[config.mk]
export PLATFORM = sky130hd
export DESIGN_NAME = mux_nto1_scan_reg_flat
export DESIGN_NICKNAME = d
export VERILOG_FILES = /design/src/rtl/mux_scan_pkg.sv /design/src/rtl/mux_nto1_scan_reg_if.sv /design/src/rtl/mux_nto1_scan_reg_dwell_counter.sv /design/src/rtl/mux_nto1_scan_reg.sv /design/src/flat_wrapper.sv
export SDC_FILE = /design/constraint.sdc
export NUM_CORES = 1
export LEC_CHECK = 0
export BUFFER_PORTS_ARGS = -buffer_cell sky130_fd_sc_hd__buf_2
export CAP_MARGIN = 20
export CORE_UTILIZATION = 28
export CTS_CLUSTER_DIAMETER = 50
export DETAILED_ROUTE_END_ITERATION = 8
export PLACE_DENSITY = 0.55
export SLEW_MARGIN = 0
export SYNTH_ARGS = -nofsm -noshare
export SYNTH_HDL_FRONTEND = slang
export SYNTH_HIERARCHICAL = 1
export SYNTH_SLANG_ARGS = --single-unit
[constraint.sdc]
create_clock -name CLK -period 2 [get_ports CLK]
set_clock_uncertainty 0.15 [all_clocks]
set_input_delay 0.1 -clock CLK [delete_from_list [all_inputs] [get_ports CLK]]
set_output_delay 0.1 -clock CLK [all_outputs]
set_load 0.005 [all_outputs]
[src/rtl/mux_scan_pkg.sv]
// Shared definitions for the scanning N:1 multiplexer: state encoding and
// a width helper that never returns fewer than one bit.
package mux_scan_pkg;

   localparam logic [0:0] ST_MANUAL = 1'b0;
   localparam logic [0:0] ST_SCAN   = 1'b1;

   // $clog2(2) is 1 but $clog2(1) is 0; the floor keeps every select and counter at least 1 bit wide
   function automatic int clog2_min1(input int v);
      return (v <= 2) ? 1 : $clog2(v);
   endfunction

endpackage

[src/rtl/mux_nto1_scan_reg_if.sv]
// Bus between the channel sources/control and the scanning multiplexer.
// There is no handshake: inputs are sampled every rising edge, and outputs are registered and valid every cycle.
interface mux_nto1_scan_reg_if
   import mux_scan_pkg::*;
#(
   parameter int WIDTH = 1,
   parameter int N     = 4,
   parameter int SEL_W = clog2_min1(N)
);

   logic [N*WIDTH-1:0] D;
   logic [SEL_W-1:0]   S;
   logic               LOAD;
   logic               MODE;
   logic               HOLD;
   logic [WIDTH-1:0]   Z;
   logic               VALID;
   logic [SEL_W-1:0]   SEL_CUR;
   logic               SWITCH;
   logic               ERR;

   modport master (
      output D, S, LOAD, MODE, HOLD,
      input  Z, VALID, SEL_CUR, SWITCH, ERR
   );

   modport slave (
      input  D, S, LOAD, MODE, HOLD,
      output Z, VALID, SEL_CUR, SWITCH, ERR
   );

endinterface

[src/rtl/mux_nto1_scan_reg_dwell_counter.sv]
// Dwell timer for scan mode: counts 0..DWELL-1 while enabled and wraps.
// o_tc flags the last cycle of a dwell period.
module dwell_counter
   import mux_scan_pkg::*;
#(
   parameter int DWELL = 8
) (
   input  logic CLK,
   input  logic RST_N,
   input  logic i_clr,
   input  logic i_en,
   output logic o_tc
);

   localparam int CNT_W = clog2_min1(DWELL);
   localparam logic [CNT_W-1:0] LAST = CNT_W'(DWELL - 1);

   logic [CNT_W-1:0] r_cnt;

   assign o_tc = (r_cnt == LAST);

   always_ff @(posedge CLK or negedge RST_N) begin
      if (!RST_N) begin
         r_cnt <= '0;
      end else if (i_clr) begin
         r_cnt <= '0;
      end else if (i_en) begin
         r_cnt <= o_tc ? '0 : r_cnt + CNT_W'(1);
      end
   end

endmodule

[src/rtl/mux_nto1_scan_reg.sv]
// Registered N:1 multiplexer with manual (strobed) or auto-scan selection.
// Every select change blanks VALID for the cycle in which the new channel first appears on Z.
module mux_nto1_scan_reg
   import mux_scan_pkg::*;
#(
   parameter  int WIDTH = 1,
   parameter  int N     = 4,
   parameter  int DWELL = 8,
   localparam int SEL_W = clog2_min1(N)
) (
   input logic                CLK,
   input logic                RST_N,
   mux_nto1_scan_reg_if.slave bus
);

   localparam logic [SEL_W:0]   N_LIM = (SEL_W + 1)'(N);
   localparam logic [SEL_W-1:0] LAST  = SEL_W'(N - 1);

   logic [0:0]       r_state;
   logic [SEL_W-1:0] r_sel;
   logic [WIDTH-1:0] r_z;
   logic             r_valid;
   logic             r_switch;
   logic             r_err;

   logic [SEL_W-1:0] w_sel_next;
   logic [WIDTH-1:0] w_z_next;
   logic             w_err_next;
   logic             w_change;
   logic             w_cnt_en;
   logic             w_cnt_clr;
   logic             w_tc;

   dwell_counter #(.DWELL(DWELL)) u_dwell (
      .CLK   (CLK),
      .RST_N (RST_N),
      .i_clr (w_cnt_clr),
      .i_en  (w_cnt_en),
      .o_tc  (w_tc)
   );

   // Manual-state strobes only count while MODE stays 0, so a switch into scan drops LOAD
   always_comb begin
      w_sel_next = r_sel;
      w_err_next = 1'b0;
      if (r_state == ST_MANUAL) begin
         if (!bus.MODE && bus.LOAD) begin
            if ({1'b0, bus.S} < N_LIM) begin
               w_sel_next = bus.S;
            end else begin
               w_err_next = 1'b1;
            end
         end
      end else if (!bus.HOLD && w_tc) begin
         w_sel_next = (r_sel == LAST) ? '0 : r_sel + SEL_W'(1);
      end
   end

   assign w_change  = (w_sel_next != r_sel);
   assign w_cnt_clr = (r_state == ST_MANUAL);
   assign w_cnt_en  = (r_state == ST_SCAN) && !bus.HOLD;

   always_comb begin
      w_z_next = '0;
      for (int k = 0; k < N; k++) begin
         if (w_sel_next == SEL_W'(k)) begin
            w_z_next = bus.D[k*WIDTH +: WIDTH];
         end
      end
   end

   always_ff @(posedge CLK or negedge RST_N) begin
      if (!RST_N) begin
         r_state  <= ST_MANUAL;
         r_sel    <= '0;
         r_z      <= '0;
         r_valid  <= 1'b0;
         r_switch <= 1'b0;
         r_err    <= 1'b0;
      end else begin
         r_state  <= bus.MODE ? ST_SCAN : ST_MANUAL;
         r_sel    <= w_sel_next;
         r_z      <= w_z_next;
         r_valid  <= !w_change;
         r_switch <= w_change;
         r_err    <= w_err_next;
      end
   end

   assign bus.Z       = r_z;
   assign bus.VALID   = r_valid;
   assign bus.SEL_CUR = r_sel;
   assign bus.SWITCH  = r_switch;
   assign bus.ERR     = r_err;

endmodule

[src/flat_wrapper.sv]
// flat-port wrapper written by rule: the top's interface ports become plain ports
module mux_nto1_scan_reg_flat import mux_scan_pkg::*;
#(
   parameter  int WIDTH = 1,
   parameter  int N     = 4,
   parameter  int DWELL = 8,
   localparam int SEL_W = clog2_min1(N)
)
  (CLK, RST_N, bus_D, bus_S, bus_LOAD, bus_MODE, bus_HOLD, bus_Z, bus_VALID, bus_SEL_CUR, bus_SWITCH, bus_ERR);
  mux_nto1_scan_reg_if #(.WIDTH(WIDTH), .N(N), .SEL_W((clog2_min1(N)))) bus_i ();
  input logic CLK;
  input logic RST_N;
  input wire logic [$bits(bus_i.D)-1:0] bus_D;
  input wire logic [$bits(bus_i.S)-1:0] bus_S;
  input wire logic [$bits(bus_i.LOAD)-1:0] bus_LOAD;
  input wire logic [$bits(bus_i.MODE)-1:0] bus_MODE;
  input wire logic [$bits(bus_i.HOLD)-1:0] bus_HOLD;
  output wire logic [$bits(bus_i.Z)-1:0] bus_Z;
  output wire logic [$bits(bus_i.VALID)-1:0] bus_VALID;
  output wire logic [$bits(bus_i.SEL_CUR)-1:0] bus_SEL_CUR;
  output wire logic [$bits(bus_i.SWITCH)-1:0] bus_SWITCH;
  output wire logic [$bits(bus_i.ERR)-1:0] bus_ERR;
  assign bus_i.D = bus_D;
  assign bus_i.S = bus_S;
  assign bus_i.LOAD = bus_LOAD;
  assign bus_i.MODE = bus_MODE;
  assign bus_i.HOLD = bus_HOLD;
  assign bus_Z = bus_i.Z;
  assign bus_VALID = bus_i.VALID;
  assign bus_SEL_CUR = bus_i.SEL_CUR;
  assign bus_SWITCH = bus_i.SWITCH;
  assign bus_ERR = bus_i.ERR;
  mux_nto1_scan_reg #(.WIDTH(WIDTH), .N(N), .DWELL(DWELL)) u_core (.CLK(CLK), .RST_N(RST_N), .bus(bus_i));
endmodule
Word-level counts from Yosys, hierarchy flattened
Index checks and enable logic that the tools add are counted.
W data, S select, Z words.
{"block": "op_classes", "addsub": 2, "muxes": 12, "n_eq_ne": 7, "reduce_logical": 7}
{"op": "$mux W3", "count": 3}
{"op": "$mux W2", "count": 4}
{"op": "$eq A2 B2 Y1 const B", "count": 3}
{"op": "$mux W1", "count": 5}
{"op": "$add A3 B1 Y3 const B", "count": 1}
{"op": "$eq A3 B3 Y1 const B", "count": 1}
{"op": "$logic_and A1 B1 Y1", "count": 3}
{"op": "$logic_not A1 Y1", "count": 3}
{"op": "$add A2 B1 Y2 const B", "count": 1}
{"op": "$eq A2 B1 Y1 const B", "count": 1}
{"op": "$logic_not A2 Y1", "count": 1}
{"op": "$ne A2 B2 Y1", "count": 1}
{"op": "$ne A2 B2 Y1 const B", "count": 1}
{"block": "word_totals", "register_bits": 9, "in_bits": 11, "wordCells": 34, "output_inout_bits": 6}

Depth between registers and ports, before layout
Gate-level depths: netlist of the first run.
{"block": "logic_depth", "ltp_word": 9, "mapped_depth": 7, "depth_no_buf": 7}

Cells and area by module
Netlist of the first run, hierarchy kept.
{"mod": "mux_nto1_scan_reg", "n_inst": 1, "area_per_inst_um2": 320.3, "seq_area_each_um2": 150.1, "cells_each": 27}
{"mod": "dwell_counter", "n_inst": 1, "area_per_inst_um2": 151.4, "seq_area_each_um2": 75.1, "cells_each": 12}

Worst setup path before layout of the first run
OpenSTA, ideal clock, no wires.
{"block": "synth_timing", "path_kind": "register to register", "startpoint": "register u_core.u_dwell.r_cnt[0]", "endpoint": "register u_core.r_valid (netlist: u_core/bus.VALID)", "slack_ns": 0.237, "setup_ns": 0.119, "path_buffers": 0, "synth_period_minus_slack_ns": 1.763, "t_required_ns": 1.731, "path_stages_with_launch": 8, "t_arrival_ns": 1.494, "cell_sequence": "dfrtp_1 ha_1 ha_1 nor4b_1 a211oi_1 a21oi_2 xnor2_1 and2_1"}
{"block": "synth_via", "elab_chain_len": 6}
{"item": "start: declaration", "line_no": "mux_nto1_scan_reg_dwell_counter.sv:18", "source": "logic [CNT_W-1:0] r_cnt;"}
{"item": "start signal: assignment", "line_no": "mux_nto1_scan_reg_dwell_counter.sv:28", "source": "r_cnt <= o_tc ? '0 : r_cnt + CNT_W'(1);"}
{"item": "$eq A3 B3 Y1", "line_no": "mux_nto1_scan_reg_dwell_counter.sv:20", "source": "assign o_tc = (r_cnt == LAST);"}
{"item": "via u_core.w_tc", "line_no": "mux_nto1_scan_reg.sv:32", "source": "logic w_tc;"}
{"item": "$logic_and A1 B1 Y1", "line_no": "mux_nto1_scan_reg.sv:54", "source": "end else if (!bus.HOLD && w_tc) begin"}
{"item": "$mux W2", "line_no": "mux_nto1_scan_reg.sv:54"}
{"item": "$mux W2", "line_no": "mux_nto1_scan_reg.sv:46", "source": "if (r_state == ST_MANUAL) begin"}
{"item": "via u_core.w_sel_next[0]", "line_no": "mux_nto1_scan_reg.sv:26", "source": "logic [SEL_W-1:0] w_sel_next;"}
{"item": "$ne A2 B2 Y1", "line_no": "mux_nto1_scan_reg.sv:59", "source": "assign w_change = (w_sel_next != r_sel);"}
{"item": "$logic_not A1 Y1", "line_no": "mux_nto1_scan_reg.sv:84", "source": "r_valid <= !w_change;"}
{"item": "end signal: assignment", "line_no": "mux_nto1_scan_reg.sv:84"}
{"item": "end: declaration", "line_no": "mux_nto1_scan_reg.sv:22", "source": "logic r_valid;"}
The timed path passes the listed nets, and every way through them passes these cells.
A chain may end at the register's enable or synchronous reset.

Worst setup path after layout of the first run
Ends and elaborated chain as after synthesis.

==> impl_results.md, run 1 <==
- Vias/cell: 4.52
- Cell count after synthesis: 39
- CP Data Arrival Time: 1870 ps
- Layout cells sized above 1: 35.4%
- Nets: 80
- Simple-gate area share of the yosys netlist: 12.2%
- Cell taking the most area after synthesis: dfrtp_1
- Mux share of post-synthesis cell area: 19.9%
- Yosys reg bits: 9
- Asr flop ratio synth: 100%
- Final ANT Viol Nets: 0
- Status: finished, final reports clean
- Clock buffer depth: 2
- CTS tree: built
- Sink Count: 9
- PD cells: 827 nW/um2
- Fin worst setup slack: 126 ps
- Initial core utilization: 30.6%
- Compound-gate portion of the synthesized area: 5.31%
- Final Wtd Congestion: 0.683
- Mean Syn Cell Area: 12.1 um2
- Lkg Pwr: 0.341 nW
- Chip Width: 43.0 um
- Worst reg2reg path endpoint: u_core/bus.VALID
- Worst skew pair latency: 250 ps
- Vias in the first global route: 405
- IO buf count: 15
- Layout area overhead: 40.1%
- Io pins: 17
- Post-synth net total: 53
- VDD IR-drop max: 0.412 mV
- Root Buffer: clkbuf_4
- Seq pwr share: 43.7%
- Final Max Slew Viols: 0
- F_max: 534 MHz
- # rows: 14
- Crit path launch type: flop
- CP Capture Type: flop
- Synth cell types: 16
- Hold WS: 64.9 ps
- Cell-internal power: 0.000390 W
- Setup violators final: 0
- Worst Reg2Reg Path Length in Cells: 7
- Via count: 366
- Power share of the combinational group: 31.5%
- Clock-pin slew on the worst setup and hold paths: 60 ps
- WS Path Type: flop to flop
- YS warnings: 6
- MaxCap Viol Count: 0
- # diodes: 0
- Final WL: 896 um
- DP Area: 567 um2
- Number of synthesized flops with an enable pin: 0
- Most common library cell in the layout ignoring fill and taps: buf_2
- HP Class: input pin to async pin
- Most frequent cells in the layout: buf_2 (15), dfrtp_1 (9), mux2i_1 (8)
- Global-route wire length before repair: 1570 um
- Clk pwr share: 24.8%
- HPWL after DPL: 687 um
- Seq/Total Area, Yosys: 47.7%
- Place WS: 85.9 ps
- Yosys top cell area share: 47.7%
- TritonCTS Buffers: 3
- Final Cell Area: 661 um2
- Post-layout min period: 1870 ps
- Die height: 43.0 um
- WL per Instance: 11.1 um
- GRT Total Usage: 11.6%
- Net switching power: 0.000157 W
- Critical path required time: 2000 ps
- Initial antenna violation count: 0
- Post-Synth Adder-Cell Area: 7.96%
- Inst Count DP: 70
- Starting DRT DRC Count: 3
- CORE AREA: 1540 um2
- Net Sw Frac: 28.7%
- DRC viols: 0
- Htree depth: 1
- Maximum fanout along the worst path: 4
- Largest family of logic cells by synthesized area: multiplexers
- Top FF cell, synth: dfrtp_1
- RSZ-0062 raised after global routing: yes
- TNS Setup: 0 ps
- Reg-to-Reg Start: u_core/u_dwell/r_cnt[0]
- Final non-filler cell total: 81
- Largest net degree at the start of global routing: 10
- Final Hold Fails: 0
- Fin crit share: 93.7%
- Mapped cell area: 472 um2
- Synth Area in XOR/XNOR: 3.71%
- DRT Pass-1 Iters: 4
- Die area: 1850 um2
- Ranking of synthesized cells by area: dfrtp_1 (48%), mux2i_1 (17%), ha_1 (8.0%)
- FF-to-FF setup slack: 130 ps
- Remaining global-route overflow: 0
-- cells by family after synthesis --
logic type,after synthesis
adder cells (fa/ha/maj),3
other,1
AO/OA/AOI/OAI,3
multiplexers,9
buffers and inverters,2
flip-flops,9
XOR/XNOR,2
AND/OR/NAND/NOR,10
-- power groups by stage --
stage               Clock (W)  Combinational (W)  Sequential (W)
CTS                  0.000142           0.000170        0.000240
floorplan                   0          0.0000896        0.000247
global route         0.000156           0.000194        0.000243
global placement            0           0.000161        0.000240
detailed placement          0           0.000161        0.000242
finish               0.000136           0.000172        0.000239
-- metrics by stage --
stage               total power (W)  util, %
finish                     0.000547     42.9
global route               0.000592     42.9
CTS                        0.000552     42.4
detailed placement         0.000403     36.8
global placement           0.000401     36.8
floorplan                  0.000336        -
-- worst max path at each step --
stage | from | end | slack [ps] | depth (start not counted)
after floorplan | u_core/u_dwell/r_cnt[0] | u_core/bus.VALID | 240 | 7
after global routing | u_core/u_dwell/r_cnt[0] | u_core/bus.Z | -30 | 7
after CTS | u_core/u_dwell/r_cnt[0] | u_core/bus.Z | 80 | 7
after detailed placement | u_core/u_dwell/r_cnt[0] | u_core/bus.Z | 90 | 7
after global placement | u_core/u_dwell/r_cnt[0] | u_core/bus.Z | 110 | 7
final | u_core/u_dwell/r_cnt[0] | u_core/bus.VALID | 130 | 7
-- cells in the mapped netlist, types with 2 or more instances --
master,instances
ha_1,3
dfrtp_1,9
nand2b_1,3
mux2i_1,8
xnor2_1,2
nor2_1,3
a21oi_2,2
-- repair_timing --
action	CTS	global route
setup buffers	0	1
hold buffers	6	0
setup endpoints to repair	0	3
gates resized for setup	0	0
hold endpoints to repair	11	0
-- sequential cells by signal (all words and copies together), names as in the netlist --
register              count
u_core/bus.VALID          1
u_core/bus.SWITCH         1
u_core/bus.SEL_CUR        2
u_core/bus.Z              1
u_core/u_dwell/r_cnt      3
u_core/r_state            1
-- per-layer routing --
| metal | GRT usage [%] | part of all wire, % | up-vias | wire length (um) |
|---|---|---|---|---|
| met1 | 12.3 | 42 | 168 | 378 |
| met5 | 0 | 0 | - | 0 |
| met4 | 7.27 | 0 | 0 | 0 |
| met3 | 2.55 | 5.0 | 0 | 45 |
| met2 | 20.6 | 53 | 12 | 472 |
| li1 | - | - | 186 | - |
-- area by class of cell --
class / count / area (um2)
tap: 16 / 20.0
inverter: 1 / 3.75
multi-input combinational: 28 / 235
fill: 155 / 881
sequential: 9 / 225
timing repair buffer: 23 / 150
clock buffer: 4 / 26.3
-- worst max-delay path, cell delays in order (launching register included) --
cell	delay (ps)
dfrtp_1	400
ha_1	210
ha_1	200
nor4b_1	140
a211oi_1	260
a21oi_2	110
xnor2_1	150
and2_1	140
Power figures use the tool's default switching activity.
==> inputs of run 2 (changes only) <==
- CORE_UTILIZATION: 28 -> 25
- PLACE_DENSITY: 0.55 -> 0.51
==> run 2 against run 1 <==
Effect of this change:
- critical endpoint unchanged
- highest routed layer is now met4
- largest cell class unchanged
- non-clock buffer count down 1
- sequential share of layout area down 0.76 points
- register-to-register slack about the same
==> impl_results.md, run 2 (synthesis results as in run 1) <==
- Critical path required time: 2000 ps
- WS Path Type: flop to flop
- # diodes: 0
- Status: finished, final reports clean
- Cell-internal power: 0.000388 W
- Worst skew pair latency: 260 ps
- Seq pwr share: 43.2%
- Most common library cell in the layout ignoring fill and taps: buf_2
- TritonCTS Buffers: 3
- CP startpoint: u_core/u_dwell/r_cnt[0]
- Layout cells sized above 1: 37.5%
- Initial core utilization: 27.0%
- Multi-input logic area: 246 um2
- Final Max Slew Viols: 0
- MaxCap Viol Count: 0
- Top routing layer in use: met4
- Chip Width: 45.4 um
- Top reg by flops: u_core/u_dwell/r_cnt
- Post-layout min period: 1870 ps
- Most frequent cells in the layout: buf_2 (15), dfrtp_1 (9), mux2i_1 (8)
- Final Hold Fails: 0
- Starting DRT DRC Count: 2
- Root Buffer: clkbuf_4
- Largest net degree at the start of global routing: 10
- DRC viols: 0
- FF-to-FF setup slack: 130 ps
- CORE AREA: 1750 um2
- Final ANT Viol Nets: 0
- Lkg Pwr: 0.338 nW
- FF+latch area: 225 um2
- Net switching power: 0.000162 W
- Maximum fanout along the worst path: 3
- Io pins: 17
- Vias/cell: 4.10
- TNS Setup: 0 ps
- Clock buffer depth: 2
- PnR Total Power: 0.000550 W
- Remaining global-route overflow: 0
- WL per Instance: 10.4 um
- CP Capture Type: flop
- Setup violators final: 0
- HP Class: input pin to async pin
- Max FFs per register: 3
- WL met1: 427 um
- Clock-pin slew on the worst setup and hold paths: 60 ps
- Layout area overhead: 43.2%
- Global-route wire length before repair: 1370 um
- Final WL: 929 um
- Vias in the first global route: 323
- Crit path launch type: flop
- Met3 Routed Length: 35 um
- Fin crit share: 93.7%
- Sink Count: 9
- Htree depth: 1
- Nets: 79
- # rows: 15
- Reg-to-Reg Start: u_core/u_dwell/r_cnt[0]
- GRT Total Usage: 10.4%
- Filler cell count in the final layout: 189
- Postcts setup bufs: 0
- CP Data Arrival Time: 1870 ps
- PD cells: 814 nW/um2
- Met2 WL: 451 um
- IO buf count: 15
- Final Wtd Congestion: 0.694
- DRT Pass-1 Iters: 2
- Net Sw Frac: 29.4%
- Die height: 45.4 um
- VDD IR-drop max: 0.454 mV
- Via count: 365
- CTS tree: built
- Power share of the combinational group: 31.2%
- F_max: 533 MHz
- Die area: 2060 um2
- Clk pwr share: 25.6%
- Initial antenna violation count: 0
[run 2: cell types whose count changed in the layout (fill, tap and decap cells not counted), sizes merged]
cell and change:
buf -1
[run 2: worst paths after layout]
check,to,cells after the start
worst max-delay path,u_core/bus.VALID,7
worst min register to register,u_core/u_dwell/r_cnt[2],2
max in group asynchronous,u_core/bus.Z,2
worst min-delay path,u_core/bus.SEL_CUR[0],2
min in group CLK,u_core/bus.SEL_CUR[0],3
worst max register to register,u_core/bus.VALID,7
[run 2: critical path, stage by stage, from the launching register on]
cell      delay [ps]
dfrtp_1          390
ha_1             200
ha_1             200
nand2b_1         130
mux2i_1          230
mux2i_2          140
xnor2_1          150
and2_1           160
[run 2: what timing repair did]
item | CTS | global route
setup endpoints to repair | 0 | 2
hold buffers | 6 | 0
gates resized for setup | 0 | 2
endpoints found under the hold margin | 11 | 0
[run 2: power groups by stage]
stage / logic [W] / clock network, W / registers [W]
after floorplan: 0.0000896 / 0 / 0.000247
after global placement: 0.000160 / 0 / 0.000240
after detailed placement: 0.000158 / 0 / 0.000242
after CTS: 0.000167 / 0.000146 / 0.000239
after global routing: 0.000192 / 0.000159 / 0.000243
final: 0.000172 / 0.000141 / 0.000238
[run 2: final cells by class]
| cell class | instances | share of cell area, % |
|---|---|---|
| Sequential cell | 9 | 33.3 |
| Inverter | 1 | 0.556 |
| Clock buffer | 4 | 3.89 |
| Tap cell | 25 | 4.63 |
| Multi-Input combinational cell | 28 | 36.5 |
| Timing Repair Buffer | 22 | 21.1 |
[run 2: per-stage QoR]
| step | util, % | setup slack [ps] | instances | hold WS, ps | instance area [um2] |
|---|---|---|---|---|---|
| floorplan | - | 237 | 39 | -346 | 472 |
| global placement | 33.1 | 81.6 | 79 | -186 | 578 |
| detailed placement | 33.1 | 118 | 79 | -181 | 578 |
| CTS | 38.1 | 104 | 89 | 80.4 | 664 |
| global route | 38.7 | -3.37 | 89 | 82.1 | 676 |
| finish | 38.7 | 125 | 89 | 76.1 | 676 |
[run 2: metal layers]
layer  global-route usage, %  vias to the layer above
met2                    14.3                       12
met4                    10.9                        0
met5                       0                        -
li1                        -                      183
met1                    12.0                      168
met3                    3.57                        2
